<file path="src/rtl/wlmont_iter_red.sv">
// Iterative word-level Montgomery reduction: one W-bit step per clock on a held
// value T, optional final conditional subtraction of q = qH*2^W + 1.
module wlmont_iter_red #(
   parameter int LOGQ      = 31,
   parameter int W         = 16,
   parameter int MAX_ITER  = 2,
   parameter int LOGT      = 2*LOGQ,
   parameter int FINAL_SUB = 1
) (
   input  logic                            clk,
   input  logic                            rst,
   input  logic [LOGQ-W-1:0]               qH,
   input  logic                            in_valid,
   output logic                            in_ready,
   input  logic [LOGT-1:0]                 in_T,
   input  logic [$clog2(MAX_ITER+1)-1:0]   in_iters,
   output logic                            out_valid,
   input  logic                            out_ready,
   output logic [LOGQ-1:0]                 out_R,
   output logic                            busy
);

   localparam int TW  = (LOGT > LOGQ+1) ? LOGT : LOGQ+1;
   localparam int IW  = $clog2(MAX_ITER+1);
   // Step sum: widest addend plus one carry bit, never truncated before storing.
   localparam int SW  = ((LOGQ > TW-W) ? LOGQ : TW-W) + 1;

   localparam logic [1:0] S_IDLE = 2'd0;
   localparam logic [1:0] S_ITER = 2'd1;
   localparam logic [1:0] S_SUB  = 2'd2;
   localparam logic [1:0] S_DONE = 2'd3;

   localparam logic [IW-1:0] K_ONE = IW'(1);
   localparam logic [IW-1:0] K_MAX = IW'(MAX_ITER);

   logic [1:0]      state;
   logic [TW-1:0]   t_q;
   logic [IW-1:0]   cnt;
   logic [IW-1:0]   k_eff;
   logic [W-1:0]    m;
   logic            carry;
   logic [LOGQ-1:0] prod;
   logic [SW-1:0]   sum;
   logic [TW-1:0]   q_t;
   logic [LOGQ-1:0] sub_r;

   // Handshakes: a transfer happens on a clock edge where valid and ready are
   // both high; valid never depends on ready, and payloads hold while valid waits.
   assign in_ready  = (state == S_IDLE);
   assign out_valid = (state == S_DONE);
   assign busy      = (state != S_IDLE);

   always_comb begin
      k_eff = in_iters;
      if (in_iters == '0)
         k_eff = K_ONE;
      else if (in_iters > K_MAX)
         k_eff = K_MAX;
   end

   // (T + m*q) / 2^W computed as qH*m + (T >> W) + carry, since T + m = 0 mod 2^W.
   always_comb begin
      m     = W'(0) - t_q[W-1:0];
      carry = |t_q[W-1:0];
      prod  = LOGQ'(qH) * LOGQ'(m);
      sum   = SW'(prod) + SW'(t_q[TW-1:W]) + SW'(carry);
   end

   always_comb begin
      q_t   = {{(TW-LOGQ){1'b0}}, qH, {W{1'b0}}} + TW'(1);
      sub_r = t_q[LOGQ-1:0];
      if (t_q >= q_t)
         sub_r = t_q[LOGQ-1:0] - q_t[LOGQ-1:0];
   end

   always_ff @(posedge clk or posedge rst) begin
      if (rst) begin
         state <= S_IDLE;
         t_q   <= '0;
         cnt   <= '0;
         out_R <= '0;
      end else begin
         case (state)
            S_IDLE: begin
               if (in_valid) begin
                  t_q   <= TW'(in_T);
                  cnt   <= k_eff;
                  state <= S_ITER;
               end
            end
            S_ITER: begin
               t_q <= TW'(sum);
               cnt <= cnt - K_ONE;
               if (cnt == K_ONE) begin
                  if (FINAL_SUB != 0) begin
                     state <= S_SUB;
                  end else begin
                     out_R <= sum[LOGQ-1:0];
                     state <= S_DONE;
                  end
               end
            end
            S_SUB: begin
               out_R <= sub_r;
               state <= S_DONE;
            end
            S_DONE: begin
               if (out_ready)
                  state <= S_IDLE;
            end
            default: state <= S_IDLE;
         endcase
      end
   end

endmodule

</file>
<file path="config.mk">
export PLATFORM = sky130hd
export DESIGN_NAME = wlmont_iter_red
export DESIGN_NICKNAME = d
export VERILOG_FILES = /design/src/rtl/wlmont_iter_red.sv
export SDC_FILE = /design/constraint.sdc
export NUM_CORES = 1
export LEC_CHECK = 0
export ABC_AREA = 1
export BUFFER_PORTS_ARGS = -buffer_cell sky130_fd_sc_hd__buf_2
export CAP_MARGIN = 10
export CORE_MARGIN = 5
export CORE_UTILIZATION = 42
export DETAILED_ROUTE_END_ITERATION = 10
export PLACE_DENSITY_LB_ADDON = 0.1
export SLEW_MARGIN = 20
export SYNTH_ARGS = -nofsm -noshare
export SYNTH_HDL_FRONTEND = slang
export SYNTH_SLANG_ARGS = --single-unit
</file>
<file path="constraint.sdc">
create_clock -name clk -period 7.3 [get_ports clk]
set_input_delay 1.46 -clock clk [delete_from_list [all_inputs] [get_ports clk]]
set_output_delay 1.46 -clock clk [all_outputs]
set_load 0.03 [all_outputs]
</file>
==> results of run 1 <==
## Yosys cell counts, types with 2 or more instances
| master | n | area share, % |
|---|---|---|
| sky130_fd_sc_hd__clkbuf_1 | 40 | 0.89 |
| sky130_fd_sc_hd__o21ai_2 | 2 | 0.10 |
| sky130_fd_sc_hd__ha_1 | 129 | 9.6 |
| sky130_fd_sc_hd__and2_1 | 3 | 0.11 |
| sky130_fd_sc_hd__a31oi_1 | 3 | 0.11 |
| sky130_fd_sc_hd__nand3_2 | 3 | 0.18 |
| sky130_fd_sc_hd__o21ai_0 | 73 | 2.2 |
| sky130_fd_sc_hd__buf_4 | 3 | 0.13 |
| sky130_fd_sc_hd__o22ai_1 | 3 | 0.11 |
| sky130_fd_sc_hd__o21ai_1 | 2 | 0.059 |
| sky130_fd_sc_hd__nand3_1 | 165 | 4.9 |
| sky130_fd_sc_hd__nor3_1 | 8 | 0.24 |
| sky130_fd_sc_hd__or2_1 | 2 | 0.074 |
| sky130_fd_sc_hd__nand3b_1 | 6 | 0.27 |
| sky130_fd_sc_hd__xnor2_1 | 7 | 0.36 |
| sky130_fd_sc_hd__nor2_2 | 4 | 0.15 |
| sky130_fd_sc_hd__nor4_1 | 3 | 0.11 |
| sky130_fd_sc_hd__buf_2 | 9 | 0.27 |
| sky130_fd_sc_hd__a22oi_1 | 5 | 0.22 |
| sky130_fd_sc_hd__nor2_1 | 306 | 6.8 |
| sky130_fd_sc_hd__nor2_4 | 5 | 0.33 |
| sky130_fd_sc_hd__xor2_1 | 20 | 1.0 |
| sky130_fd_sc_hd__nand4_1 | 22 | 0.82 |
| sky130_fd_sc_hd__fa_1 | 211 | 25 |
| sky130_fd_sc_hd__o211ai_1 | 7 | 0.31 |
| sky130_fd_sc_hd__nand2_4 | 3 | 0.20 |
| sky130_fd_sc_hd__buf_6 | 4 | 0.27 |
| sky130_fd_sc_hd__clkinv_1 | 4 | 0.089 |
| sky130_fd_sc_hd__a21oi_1 | 56 | 1.7 |
| sky130_fd_sc_hd__buf_1 | 10 | 0.22 |
| sky130_fd_sc_hd__inv_1 | 544 | 12 |
| sky130_fd_sc_hd__inv_2 | 11 | 0.25 |
| sky130_fd_sc_hd__dfrtp_1 | 97 | 14 |
| sky130_fd_sc_hd__nand2_2 | 4 | 0.15 |
| sky130_fd_sc_hd__nand2_1 | 700 | 16 |
## registers in the layout, summed over array words and instances (netlist names)
signal and flops:
cnt 2, out_R 31, state 2, t_q 62
## kinds of logic (layout without fill, tap and decap cells)
family / after synthesis / in the layout
flip-flops: 97 / 97
XOR/XNOR: 29 / 29
AND/OR/NAND/NOR: 1236 / 1236
AO/OA/AOI/OAI: 155 / 155
adder cells (fa/ha/maj): 340 / 340
buffers and inverters: 625 / 831
## final timing paths
| path | startpoint | to | slack (ns) | cells past startpoint |
|---|---|---|---|---|
| worst max-delay path | t_q[1]$_DFFE_PP0P_ | t_q[25]$_DFFE_PP0P_ | 0.30 | 35 |
| worst min-delay path | out_R[25]$_DFFE_PP0P_ | out_R[25]$_DFFE_PP0P_ | 0.47 | 2 |
| worst max register to register | t_q[1]$_DFFE_PP0P_ | t_q[25]$_DFFE_PP0P_ | 0.30 | 35 |
| worst min register to register | out_R[25]$_DFFE_PP0P_ | out_R[25]$_DFFE_PP0P_ | 0.47 | 2 |
| max in group asynchronous | rst | out_R[24]$_DFFE_PP0P_ | 4.98 | 3 |
| min in group asynchronous | rst | cnt[0]$_DFFE_PP0P_ | 1.14 | 2 |
## metal layers
metal	vias to the layer above	track usage, %	routed length [um]	part of all wire [%]
met5	-	0	0	0
met4	0	10.71	2538	4.3
met3	96	4.391	3340	5.6
met2	446	44.54	27650	47
met1	7662	36.28	25810	43
li1	7797	-	-	-
## repair_timing
| action | CTS | global route |
|---|---|---|
| setup buffers | 0 | 1 |
| resized for setup | 0 | 92 |
| setup endpoints to repair | 0 | 35 |
## metrics by stage
| step | worst slack (ns) | setup TNS (ns) |
|---|---|---|
| 2_1_floorplan | 0.6381 | 0 |
| 3_3_place_gp | 0.008233 | 0 |
| 3_5_place_dp | -0.002921 | -0.002921 |
| 4_1_cts | 0.1440 | 0 |
| 5_1_grt | -0.03626 | -0.1254 |
| 6_report | 0.3015 | 0 |
## layout make-up
type,instances,area [um2]
fill,4146,20180
multi-input combinational,1760,12340
sequential,97,2427
inverter,559,2110
timing repair buffer,256,1692
tap,525,656.9
clock buffer,9,225.2
clock inverter,7,98.84
## worst min-delay path: stages (launching register included)
cell and delay [ns]:
sky130_fd_sc_hd__dfrtp_1 0.34, sky130_fd_sc_hd__nand2_1 0.05, sky130_fd_sc_hd__nand2_1 0.05
==> reports/metrics.cfg, run 1 <==
[status]
outcome=completed

[finish]
final_cell_count_no_fill=3213
net_count_reported_at_finish=3106
layout-drive-gt1-share_pct=14.29
mostFrequentLayoutCells=682 x sky130_fd_sc_hd__nand2_1, 542 x sky130_fd_sc_hd__inv_1, 283 x sky130_fd_sc_hd__nor2_1, 208 x sky130_fd_sc_hd__fa_1, 158 x sky130_fd_sc_hd__nand3_1
num_antenna_cells=0
final_core_util_pct=49.20
stdcell_area_um2=19550
syn2layout_area_growth_pct=16.15
layout.cells.most_common=sky130_fd_sc_hd__nand2_1

[grt]
global_route.usage.total_pct=27.20
overflow_after_grt=0
grt_antenna_before_repair=0
grt_pass1_vias=16160
grt_first_pass_wirelength_um=92280
maximum_number_of_pins_on_one_net_before_global_route_repair=70

[synth]
most_frequently_used_flop_master_after_synthesis=sky130_fd_sc_hd__dfrtp_1
synth_compound_area_share_pct=4.936
synth_sequential_area_ratio_pct=14.42
muxShareOfSynthArea_pct=0
synth.cell_area_um2=16830
share_of_flip_flops_with_an_asynchronous_set_or_reset_pct=100.0
ffs_latches_synth=97
synth_simple_gate_area_share_pct=30.05
synth_top_family_by_area=adder cells
synth.yosys.warnings=0
synthAdderAreaFrac_pct=34.68
avgSynthCellArea_um2=6.782
post_synth_num_cell_types=43
synthesis.instances=2482
xor_and_xnor_fraction_of_the_mapped_netlist_area_pct=1.665
synth_enable_flop_cells=0
mappedNetlistNets=2905

[routing]
finalWirelength_um=59330
drtAntennaViolNets=0
drt_pre_antenna_iters=5
vias=16001
vias_per_cell=4.980
detail_route.iter0.violations=1017
routedWlPerCell_um=18.47
route.detailed.drc=0

[placement]
place_congestion=0.9541
hpwl_dp_um=50320
placement.io_buffers=115
detailed_place.area_um2=18880
dp_cells=3196

[floorplanning]
start_util_pct=42.36
core.rowCount=73
chipWidth_um=210.2
die_height_um=210.2
placeableCoreArea_um2=39730
fp.dieArea_um2=44180
ios=117

[critical_path]
critical-path-slowest-cell=sky130_fd_sc_hd__fa_1
cp-start-kind=flop
crit_top_cell=sky130_fd_sc_hd__nand2_1
timing.critical_path.to_type=flop
critical_path_buf_inv_count=10
slowest_delay_ns=0.55
timing.critical_path.arrival_ns=7.23
setup.worst_path.class=reg -> reg
critical_path_peak_fanout=5
timing.critical_path.required_ns=7.53
critPathTopFamily=adder cells

[timing]
maxClockFrequency_ghz=0.1429
layout_min_cycle_time_ns=6.999
unrepaired_setup_endpoints_after_global_routing=true
timing_hold_violations_final=0
post_route_hold_slack_ns=0.4732
finalCritPeriodShare_pct=95.87
fin_worst_skew_ns=0.01134
worst_slew_margin_relative_to_its_limit_pct=38.31
timing.final.setup_violations=0
drv_slew=0
timing_worst_slew_pin_value_ns=0.9244

[clock_tree]
clock_tree.buffer_depth=2
total_number_of_h_tree_levels=3
cts_inserted_buffers=9
cts_hold_repair.buffers=0
cts.root.buffer_cell=sky130_fd_sc_hd__clkbuf_16
clkSinkCount=97
clk_pin_slew_worst_paths_ns=0.08
tritoncts=done
clkLatencyLatePin_ns=0.38

[run]
cap_violations=0

[min_path]
hold_class=reg -> reg

Power of run 1 is not shown: default switching activity piles up to over one toggle a cycle in this logic, so the estimate is an artifact.
==> inputs of run 2 (changes only) <==
--- a/config.mk
+++ b/config.mk
@@ -12,6 +12,7 @@
 export CORE_UTILIZATION = 42
 export DETAILED_ROUTE_END_ITERATION = 10
 export PLACE_DENSITY_LB_ADDON = 0.1
+export RECOVER_POWER = 25
 export SLEW_MARGIN = 20
 export SYNTH_ARGS = -nofsm -noshare
 export SYNTH_HDL_FRONTEND = slang
==> reports/metrics.cfg, run 2 (synthesized netlist as in run 1, its figures left out) <==
[critical_path]
critical-path-slowest-cell=sky130_fd_sc_hd__fa_1
setup.worst_path.start=t_q[1]$_DFFE_PP0P_
slowest_delay_ns=0.55
rrSetupSlack_ns=0.33
crit_top_cell=sky130_fd_sc_hd__nand2_1
cp-start-kind=flop
setup.worst_path.class=reg -> reg
timing.critical_path.to_type=flop
timing.critical_path.arrival_ns=7.20
critical_path_peak_fanout=5
r2r-start=t_q[1]$_DFFE_PP0P_
timing.critical_path.required_ns=7.53

[min_path]
hold_class=reg -> reg
hp-start=out_R[25]$_DFFE_PP0P_

[routing]
vias=16052
vias_per_cell=4.996
drt_pre_antenna_iters=5
drtAntennaViolNets=0
route.detailed.drc=0
routedWlPerCell_um=18.47
detail_route.iter0.violations=1019
finalWirelength_um=59350

[placement]
placement.io_buffers=115
detailed_place.area_um2=18880
dp_cells=3196
place_congestion=0.9541
hpwl_dp_um=50320

[timing]
timing_worst_slew_pin_value_ns=2.090
fin_worst_skew_ns=0.01226
maxClockFrequency_ghz=0.1434
timing_hold_violations_final=0
total_neg_setup_slack_ns=0
finalCritPeriodShare_pct=95.50
layout_min_cycle_time_ns=6.972
drv_slew=46
worst_slew_margin_relative_to_its_limit_pct=-40.13
unrepaired_setup_endpoints_after_global_routing=true
timing.final.setup_violations=0

[clock_tree]
cts_inserted_buffers=9
clk_pin_slew_worst_paths_ns=0.08
cts.root.buffer_cell=sky130_fd_sc_hd__clkbuf_16
tritoncts=done
clkLatencyLatePin_ns=0.38
clock_tree.buffer_depth=2
total_number_of_h_tree_levels=3
clkSinkCount=97

[grt]
grt_pass1_vias=16160
global_route.usage.total_pct=27.20
grt_first_pass_wirelength_um=92280
overflow_after_grt=0
grt_antenna_before_repair=0
maximum_number_of_pins_on_one_net_before_global_route_repair=70

[status]
failed_checks=capacitance limit, slew limit
outcome=finished with violations

[finish]
final_core_util_pct=49.17
net_count_reported_at_finish=3106
final_cell_count_no_fill=3213
stdcell_area_um2=19540
num_antenna_cells=0
layout_top_registers=t_q (62), out_R (31)
layout-drive-gt1-share_pct=13.88
largest_register_ff_count=62
syn2layout_area_growth_pct=16.06
mostFrequentLayoutCells=682 x sky130_fd_sc_hd__nand2_1, 542 x sky130_fd_sc_hd__inv_1, 283 x sky130_fd_sc_hd__nor2_1, 208 x sky130_fd_sc_hd__fa_1, 158 x sky130_fd_sc_hd__nand3_1
top_reg_by_flops=t_q
layout.cells.most_common=sky130_fd_sc_hd__nand2_1

[run]
cap_violations=1

[floorplanning]
chipWidth_um=210.2
fp.dieArea_um2=44180
core.rowCount=73
start_util_pct=42.36
ios=117
placeableCoreArea_um2=39730
die_height_um=210.2

## run 2: cell types whose count changed in the layout (fill, tap and decap cells not counted), sizes merged
| cell | delta |
|---|---|
| inv | -1 |
| buf | -11 |
| clkinvlp | +1 |
| clkbuf | +11 |
## run 2: worst max-delay path: cells and delay by family (launching register included)
family | cells | cell delay, ns
adders and majority gates | 8 | 3.54
buffers and inverters | 10 | 0.83
xor gates and xnor gates | 1 | 0.32
AOI/OAI and AO/OA | 3 | 0.35
and+or+nand+nor | 13 | 1.37
DFF | 1 | 0.42
## run 2: path summary, 6_finish.rpt
path / depth (start not counted) / end
worst max-delay path: 35 / t_q[25]$_DFFE_PP0P_
worst min-delay path: 2 / out_R[25]$_DFFE_PP0P_
worst max register to register: 35 / t_q[25]$_DFFE_PP0P_
worst min register to register: 2 / out_R[25]$_DFFE_PP0P_
max in group asynchronous: 3 / out_R[24]$_DFFE_PP0P_
min in group asynchronous: 2 / cnt[0]$_DFFE_PP0P_
## run 2: metrics by stage
step,hold WS (ns),setup slack (ns)
after floorplan,0.4648,0.6381
after global placement,0.4571,0.008233
after detailed placement,0.4596,-0.002921
after CTS,0.4796,0.1440
after global routing,0.4988,-0.03626
final,0.4765,0.3283
## run 2: cell type report
class / instances / area, um2
well taps: 525 / 656.9
multi-input cells: 1760 / 12340
repair buffers: 256 / 1678
inverters: 559 / 2108
clock buffers: 9 / 225.2
fillers: 4154 / 20200
flip-flops and latches: 97 / 2427
clock inverters: 7 / 98.84
## run 2: per-layer routing
| layer | track usage [%] | share of wire, % | up-vias |
|---|---|---|---|
| met5 | 0 | 0 | - |
| li1 | - | - | 7799 |
| met4 | 10.71 | 4.3 | 0 |
| met2 | 44.54 | 47 | 456 |
| met1 | 36.28 | 43 | 7695 |
| met3 | 4.391 | 5.7 | 102 |
## run 2: timing repair
item | CTS | global route
endpoints found under the setup margin | 0 | 35
hold buffers | 0 | 0
resized for setup | 0 | 92
setup buffers | 0 | 1
Power of run 2 is left out for the same reason.
==> inputs of run 3 (changes only) <==
--- a/config.mk
+++ b/config.mk
@@ -5,7 +5,6 @@
 export SDC_FILE = /design/constraint.sdc
 export NUM_CORES = 1
 export LEC_CHECK = 0
-export ABC_AREA = 1
 export BUFFER_PORTS_ARGS = -buffer_cell sky130_fd_sc_hd__buf_2
 export CAP_MARGIN = 10
 export CORE_MARGIN = 5
==> reports/metrics.cfg, run 3 <==
[status]
outcome=finished with violations
failed_checks=capacitance limit, slew limit, setup timing

[finish]
largest_register_ff_count=62
net_count_reported_at_finish=2460
layout_top_registers=t_q (62), out_R (31)
final_core_util_pct=53.00
mostFrequentLayoutCells=297 x sky130_fd_sc_hd__inv_1, 222 x sky130_fd_sc_hd__nand2_1, 206 x sky130_fd_sc_hd__fa_1, 179 x sky130_fd_sc_hd__buf_4, 112 x sky130_fd_sc_hd__ha_1
fillerInstances=3396
syn2layout_area_growth_pct=24.37
top_reg_by_flops=t_q
layout.cells.most_common=sky130_fd_sc_hd__inv_1
layout-drive-gt1-share_pct=24.05

[timing]
finalCritPeriodShare_pct=104.2
timing_worst_slew_pin_value_ns=2.585
maxClockFrequency_ghz=0.1314
unrepaired_setup_endpoints_after_global_routing=true
post_route_hold_slack_ns=0.5010
timing_hold_violations_final=0
postLayoutSetupSlackWorst_ns=-0.3079
drv_slew=95
total_neg_setup_slack_ns=-4.401
timing.final.setup_violations=25
worst_slew_margin_relative_to_its_limit_pct=-72.33
layout_min_cycle_time_ns=7.608
fin_worst_skew_ns=0.01426

[critical_path]
critical_path_buf_inv_count=5
slowest_delay_ns=0.55
timing.critical_path.required_ns=7.57
timing.critical_path.to_type=flop
cp-start-kind=flop
timing.critical_path.arrival_ns=7.88
critical-path-slowest-cell=sky130_fd_sc_hd__fa_1
critPathTopFamily=adder cells
setup.worst_path.class=reg -> reg
crit_top_cell=sky130_fd_sc_hd__fa_1
critical_path_peak_fanout=6

[min_path]
hold_class=reg -> reg

[routing]
routedWlPerCell_um=18.28
finalWirelength_um=45820
vias=12998
drt_pre_antenna_iters=5
drtAntennaViolNets=0
detail_route.iter0.violations=702
vias_per_cell=5.187
route.detailed.drc=0

[clock_tree]
cts.root.buffer_cell=sky130_fd_sc_hd__clkbuf_16
clock_tree.buffer_depth=2
cts_hold_repair.buffers=0
cts_inserted_buffers=9
clk_pin_slew_worst_paths_ns=0.08
clkLatencyLatePin_ns=0.36
tritoncts=done
total_number_of_h_tree_levels=3
clkSinkCount=97

[grt]
global_route.usage.total_pct=23.54
overflow_after_grt=0
maximum_number_of_pins_on_one_net_before_global_route_repair=103
grt_first_pass_wirelength_um=73480
grt_antenna_before_repair=6
grt_pass1_vias=13478

[floorplanning]
chipWidth_um=200.0
core.rowCount=69
start_util_pct=42.61
placeableCoreArea_um2=35570
fp.dieArea_um2=39990
ios=117
die_height_um=200.0

[placement]
dp_worst_setup_slack_ns=-0.5725
placement.io_buffers=115
hpwl_dp_um=37960
place_congestion=0.9002

[synth]
synth.yosys.warnings=0
synthesis.instances=1792
synth.cell_area_um2=15160
post-synth-top-area-fraction_pct=27.87
post_synth_num_cell_types=64
synth_most_common_cell=sky130_fd_sc_hd__inv_1
share_of_flip_flops_with_an_asynchronous_set_or_reset_pct=100.0
synth_sequential_area_ratio_pct=16.01
synthTopCellsByArea=sky130_fd_sc_hd__fa_1 28%, sky130_fd_sc_hd__dfrtp_1 16%, sky130_fd_sc_hd__ha_1 11%
ffs_latches_synth=97
most_frequently_used_flop_master_after_synthesis=sky130_fd_sc_hd__dfrtp_1
avgSynthCellArea_um2=8.458
mappedNetlistNets=2215
yosys-top-cells-count=319 x sky130_fd_sc_hd__inv_1, 229 x sky130_fd_sc_hd__nand2_1, 211 x sky130_fd_sc_hd__fa_1
synth_enable_flop_cells=0
synth.largest_area_cell=sky130_fd_sc_hd__fa_1

[run]
cap_violations=2

==> run 3: cell count changes after synthesis, sizes merged, moves of 33 or more <==
cell and change:
inv -236, nand3 -150, xnor2 +33, a21oi +45, nor2 -220, nand2 -468
and2 +116, clkbuf +34
==> run 3: layout make-up <==
| class | instances | area (um2) | share of cell area, % |
|---|---|---|---|
| sequential | 97 | 2427 | 12.88 |
| tap | 461 | 576.8 | 3.060 |
| inverter | 319 | 1199 | 6.359 |
| multi-input combinational | 1291 | 12080 | 64.08 |
| antenna | 3 | 7.507 | 0.03982 |
| clock inverter | 6 | 61.31 | 0.3252 |
| clock buffer | 10 | 239.0 | 1.268 |
| timing repair buffer | 319 | 2261 | 11.99 |
==> run 3: stage by stage <==
step                instance area, um2  std cells
finish                           18850       2506
global route                     18850       2504
CTS                              18280       2487
detailed placement               17580       2465
global placement                 17580       2465
floorplan                        15310       1792
==> run 3: repair_timing <==
action / in CTS / in global routing
pin swaps: 43 / 95
endpoints found under the setup margin: 33 / 34
gates resized for setup: 58 / 117
buffers inserted: 6 / 17
==> run 3: worst reg2reg max path: stages (launching register included) <==
cell,delay (ns)
sky130_fd_sc_hd__dfrtp_1,0.41
sky130_fd_sc_hd__nor4_4,0.38
sky130_fd_sc_hd__nand3b_4,0.10
sky130_fd_sc_hd__or3_4,0.34
sky130_fd_sc_hd__or3_4,0.34
sky130_fd_sc_hd__or3_4,0.36
sky130_fd_sc_hd__a21oi_4,0.16
sky130_fd_sc_hd__buf_12,0.15
sky130_fd_sc_hd__nand2_4,0.06
sky130_fd_sc_hd__fa_1,0.46
sky130_fd_sc_hd__fa_1,0.51
sky130_fd_sc_hd__inv_2,0.04
sky130_fd_sc_hd__fa_1,0.49
sky130_fd_sc_hd__fa_1,0.44
sky130_fd_sc_hd__fa_1,0.53
sky130_fd_sc_hd__inv_2,0.05
sky130_fd_sc_hd__fa_1,0.55
sky130_fd_sc_hd__inv_2,0.05
sky130_fd_sc_hd__ha_4,0.26
sky130_fd_sc_hd__nand4_1,0.14
sky130_fd_sc_hd__nor2_1,0.13
sky130_fd_sc_hd__o211ai_1,0.23
sky130_fd_sc_hd__a211oi_4,0.36
sky130_fd_sc_hd__o2111ai_2,0.18
sky130_fd_sc_hd__a211o_4,0.45
sky130_fd_sc_hd__buf_6,0.14
sky130_fd_sc_hd__xor2_1,0.13
sky130_fd_sc_hd__o21ai_1,0.13
==> run 3: cell families (layout without fill, tap and decap cells) <==
family          count (synthesis)  in the layout  synth area share (%)
simple gates                  577            577                 18.59
buf+inv                       404            654                 10.19
fa+ha+maj                     340            340                 38.52
compound gates                284            284                 11.33
flops                          97             97                 16.01
xor+xnor                       73             73                 4.218
mux                            17             17                 1.139
other cells                     0              3                     0
==> run 3: worst paths after layout <==
check / cells after the start / slack (ns) / to / start
worst min register to register: 1 / 0.50 / cnt[0]$_DFFE_PP0P_ / cnt[0]$_DFFE_PP0P_
max in group asynchronous: 3 / 4.31 / out_R[0]$_DFFE_PP0P_ / rst
min in group asynchronous: 2 / 1.46 / t_q[58]$_DFFE_PP0P_ / rst
worst min-delay path: 1 / 0.50 / cnt[0]$_DFFE_PP0P_ / cnt[0]$_DFFE_PP0P_
worst max register to register: 27 / -0.31 / t_q[37]$_DFFE_PP0P_ / t_q[3]$_DFFE_PP0P_
worst max-delay path: 27 / -0.31 / t_q[37]$_DFFE_PP0P_ / t_q[3]$_DFFE_PP0P_
==> run 3: metal layers <==
metal	GRT usage [%]	up-vias	part of all wire [%]
met3	4.162	66	4.8
met4	5.887	6	2.7
met2	38.55	309	47
li1	-	6180	-
met5	0	-	0.092
met1	32.68	6437	45
Power of run 3 is left out for the same reason.
